## src/rtl/sw_debounce.sv

```systemverilog
// Slide-switch conditioner: two-flop synchroniser, shared sample-tick prescaler,
// per-bit saturating stability counters, and registered rise/fall event pulses.
module sw_debounce #(
  parameter int WIDTH        = 32,
  parameter int TICK_DIV     = 50000,
  parameter int STABLE_TICKS = 10
) (
  input  logic             i_clk,
  input  logic             i_reset,
  input  logic [WIDTH-1:0] i_sw_raw,
  output logic [WIDTH-1:0] o_io_sw,
  output logic [WIDTH-1:0] o_sw_rise,
  output logic [WIDTH-1:0] o_sw_fall,
  output logic             o_tick
);

  localparam int PW = (TICK_DIV > 1) ? $clog2(TICK_DIV) : 1;
  localparam int CW = $clog2(STABLE_TICKS + 1);
  localparam logic [PW-1:0] PRE_LAST = PW'(TICK_DIV - 1);
  localparam logic [CW-1:0] CNT_LAST = CW'(STABLE_TICKS - 1);

  logic [WIDTH-1:0] sync1;
  logic [WIDTH-1:0] sync2;
  logic [PW-1:0]    pre_cnt;
  logic [PW-1:0]    pre_next;
  logic [CW-1:0]    cnt [WIDTH];

  // NOTE: every path assigns pre_next, so this stays pure combinational logic
  // with no inferred latch.
  always_comb begin
    pre_next = (pre_cnt == PRE_LAST) ? '0 : pre_cnt + PW'(1);
  end

  // NOTE: sequential state uses non-blocking assignments only, so every flop
  // samples the pre-edge values regardless of statement order.
  always_ff @(posedge i_clk or negedge i_reset) begin
    if (!i_reset) begin
      sync1 <= '0;
      sync2 <= '0;
    end else begin
      sync1 <= i_sw_raw;
      sync2 <= sync1;
    end
  end

  // o_tick is registered so it is high exactly while pre_cnt sits at its last value.
  always_ff @(posedge i_clk or negedge i_reset) begin
    if (!i_reset) begin
      pre_cnt <= '0;
      o_tick  <= 1'b0;
    end else begin
      pre_cnt <= pre_next;
      o_tick  <= (pre_next == PRE_LAST);
    end
  end

  // NOTE: the per-bit counters are ordinary flops, not a memory, and all of them
  // are reset so a reset mid-count throws away any partial progress.
  always_ff @(posedge i_clk or negedge i_reset) begin
    if (!i_reset) begin
      o_io_sw   <= '0;
      o_sw_rise <= '0;
      o_sw_fall <= '0;
      for (int i = 0; i < WIDTH; i++) cnt[i] <= '0;
    end else begin
      o_sw_rise <= '0;
      o_sw_fall <= '0;
      for (int i = 0; i < WIDTH; i++) begin
        if (sync2[i] == o_io_sw[i]) begin
          cnt[i] <= '0;
        end else if (o_tick) begin
          if (cnt[i] >= CNT_LAST) begin
            o_io_sw[i]   <= sync2[i];
            o_sw_rise[i] <= sync2[i];
            o_sw_fall[i] <= ~sync2[i];
            cnt[i]       <= '0;
          end else begin
            cnt[i] <= cnt[i] + CW'(1);
          end
        end
      end
    end
  end

endmodule

```

## config.mk

```make
export PLATFORM = sky130hd
export DESIGN_NAME = sw_debounce
export DESIGN_NICKNAME = d
export VERILOG_FILES = /design/src/rtl/sw_debounce.sv
export SDC_FILE = /design/constraint.sdc
export NUM_CORES = 1
export LEC_CHECK = 0
export CORE_MARGIN = 4
export CORE_UTILIZATION = 54
export DETAILED_ROUTE_END_ITERATION = 16
export PLACE_DENSITY_LB_ADDON = 0.15
export SETUP_SLACK_MARGIN = 0.2
export SYNTH_ARGS = -nofsm -noshare
export SYNTH_HDL_FRONTEND = slang
export SYNTH_SLANG_ARGS = --single-unit
```

## constraint.sdc

```tcl
create_clock -name i_clk -period 2.4 [get_ports i_clk]
set_clock_uncertainty 0.1 [all_clocks]
set_input_delay 0.24 -clock i_clk [delete_from_list [all_inputs] [get_ports i_clk]]
set_output_delay 0.24 -clock i_clk [all_outputs]
set_load 0.03 [all_outputs]
```

==> results.sh <==
export IMPL_path_cells="clkdlybuf4s50_1"
export IMPL_wire_per_inst_um=12.5
export IMPL_crit_required_ps=2060
export IMPL_drt_total_wl_mm=22.0
export IMPL_drtAntennaViolNets=0
export IMPL_fin_crit_sh_pct=81.3
export IMPL_fmax_mhz=513
export IMPL_fp_coreArea_um2=24400
export IMPL_synth_seq_cells=305
export IMPL_synth_area_per_cell_um2=10.8
export IMPL_postCtsSetupBuffers=0
export IMPL_critical_path_max_stage_delay_ps=730
export IMPL_fin_cells=1760
export IMPL_cts_tree="done"
export IMPL_switching_share_pct=20.4
export IMPL_initialDrtViolationCount=400
export IMPL_io_pins=131
export IMPL_layout_nets=1545
export IMPL_drcViolationCount=0
export IMPL_dp_hpwl_mm=15.4
export IMPL_slew_violations=0
export IMPL_die_height_um=166
export IMPL_slowest_stage="clkdlybuf4s50_1"
export IMPL_seq_area_frac_synth_pct=56.8
export IMPL_cp_top_family="buffers and inverters"
export IMPL_p_total_mw=10.5
export IMPL_cp_end_kind="output port"
export IMPL_cts_root_buf="clkbuf_16"
export IMPL_critPathLaunchType="flip-flop"
export IMPL_grt_max_degree=62
export IMPL_relSlewSlack_pct=69.3
export IMPL_start_util_pct=55.1
export IMPL_rsz0062_at_grt="no"
export IMPL_leakage_nw=7.94
export IMPL_layout_common_cells="304 x dfrtp_1, 158 x inv_1, 128 x clkdlybuf4s50_1"
export IMPL_ys_types=40
export IMPL_wl_met1_mm=10.3
export IMPL_met2WireLength_mm=10.3
export IMPL_gp_congestion=0.812
export IMPL_clk_pin_slew_worst_paths_ps=60
export IMPL_synth_nets=1380
export IMPL_combPwrFrac_pct=2.4
export IMPL_synthToLayoutAreaGrowth_pct=21.5
export IMPL_port_buffers=130
export IMPL_grt_first_pass_wirelength_mm=39.3
export IMPL_final_area_um2=16300
export IMPL_dpl_cell_area_um2=15200
export IMPL_drive_gt1_share_pct=4.74
export IMPL_rrSetupSlack_ps=580
export IMPL_clk_path_buf_depth=3
export IMPL_seqPwrFrac_pct=49.9
export IMPL_worstSetupPathType="flip-flop to output port"
export IMPL_antenna_found_initial=1
export IMPL_highest_layer="met5"
export IMPL_h_tree_depth=2
export IMPL_cts_sinks=305
export IMPL_clock_latency_ps=490
export IMPL_grt_pass1_vias=8658
export IMPL_synthCells=1249
export IMPL_tightest_slew_ps=461
export IMPL_final_common_cell="dfrtp_1"
export IMPL_fin_setup_tns_ps=0
export IMPL_status="finished clean"
export IMPL_p_int_mw=8.35
export IMPL_clock_power_share_pct=47.7
export IMPL_via_count=8762
export IMPL_yosysWarnings=0
export IMPL_min_path_type="primary input to flip-flop"
export IMPL_dp_cells=1701
export IMPL_cts_buffers=34
export IMPL_final_hold_violation_count=0
export IMPL_dieArea_um2=27500
export IMPL_vdd_drop_max_uv=585
export IMPL_synth_area_um2=13400
export IMPL_dr_pass1_iters=4
export IMPL_routed_wl_met3_mm=1.04
export IMPL_switching_power_mw=2.14
export IMPL_track_usage_pct=16.5
export IMPL_diodes=0
export IMPL_cp_arrival_ps=1610
export IMPL_rows=57
export IMPL_critPathBufInv=1
export IMPL_dieWidth_um=166
export IMPL_finalSetupViolCount=0
export IMPL_pwr_density_cell_nw_per_um2=642
export IMPL_worstPathMaxFanout=3
export IMPL_cap_violations=0
export IMPL_overflow=0
export IMPL_period_minus_slack_ps=1950
export IMPL_drt_vias_per_instance=4.98
cells in the mapped netlist, drive strengths merged:
library cell,instances,area share (%)
a21boi,5,0.28
a21o,44,2.5
a21oi,2,0.074
and3,3,0.16
and4,2,0.13
and4b,1,0.074
buf,5,0.23
clkbuf,7,0.20
dfrtp,305,57
ha,97,9.0
inv,158,4.4
mux2i,12,0.89
nand2,79,2.2
nand2b,33,1.5
nand3,67,2.5
nand3b,12,0.67
nand4,3,0.14
nand4b,1,0.065
nor2,119,3.3
nor2b,21,0.98
nor3,3,0.15
nor3b,32,1.8
nor4,2,0.093
nor4b,1,0.065
o211ai,20,1.1
o21ai,113,4.2
o22a,1,0.065
o22ai,13,0.61
o2bb2ai,12,0.78
o31a,7,0.46
or3,2,0.093
or4,2,0.14
xnor2,26,1.7
xor2,39,2.5
per-layer routing:
layer | vias up | GRT usage [%]
met5 | - | 0
met4 | 2 | 4.45
met3 | 32 | 3.86
met2 | 125 | 27.1
met1 | 4150 | 22.1
li1 | 4453 | -
state kept, by name, summed over array words and instances (netlist names):
name and cells:
sync1 32, cnt 128, o_tick 1, pre_cnt 16, sync2 32, o_sw_rise 32
o_io_sw 32, o_sw_fall 32
worst paths after layout:
kind,cells past startpoint,start,end
max,1,o_io_sw[22],o_io_sw[22]
min,1,i_sw_raw[26],sync1[26]
max reg2reg,6,pre_cnt[0],o_tick
min reg2reg,0,sync1[11],sync2[11]
max in group asynchronous,3,i_reset,sync2[28]
min in group asynchronous,2,i_reset,cnt[53]
kinds of logic (layout without fill, tap and decap cells):
logic type,after synthesis,in the layout,share of synthesized area [%]
xor gates and xnor gates,65,65,4.24
buffers and inverters,170,357,4.84
adders and majority gates,97,97,9.03
AOI/OAI and AO/OA,217,217,10.0
muxes,12,12,0.894
DFF,305,305,56.8
and+or+nand+nor,383,383,14.1
final cells by class:
class	count	area, um^2
inverters	158	593
clock inverters	9	75.1
repair buffers	141	1440
well taps	324	405
flip-flops and latches	305	7640
clock buffers	49	1020
multi-input cells	774	5150
fillers	1924	8060
what timing repair did:
| action | CTS | global route |
|---|---|---|
| hold endpoints to repair | 113 | 0 |
| hold buffers | 1 | 0 |
| setup endpoints to repair | 0 | 1 |
| resized for setup | 0 | 1 |
through the flow:
| stage | hold WS (ps) | setup slack, ps | utilization, % |
|---|---|---|---|
| 2_1_floorplan | -156 | 652 | - |
| 3_3_place_gp | 108 | 586 | 62.4 |
| 3_5_place_dp | 112 | 582 | 62.4 |
| 4_1_cts | 59.2 | 221 | 66.9 |
| 5_1_grt | 57.2 | 393 | 66.9 |
| 6_report | 84.4 | 450 | 66.9 |
power by group through the flow:
stage	clock network (mW)	registers [mW]	logic, mW
after detailed placement	0	5.32	0.264
after global placement	0	5.32	0.262
after floorplan	0	5.32	0.0726
after CTS	5.16	5.23	0.267
after global routing	5.40	5.23	0.298
final	5.00	5.23	0.256
No activity file was read; power rests on OpenSTA's default activity.
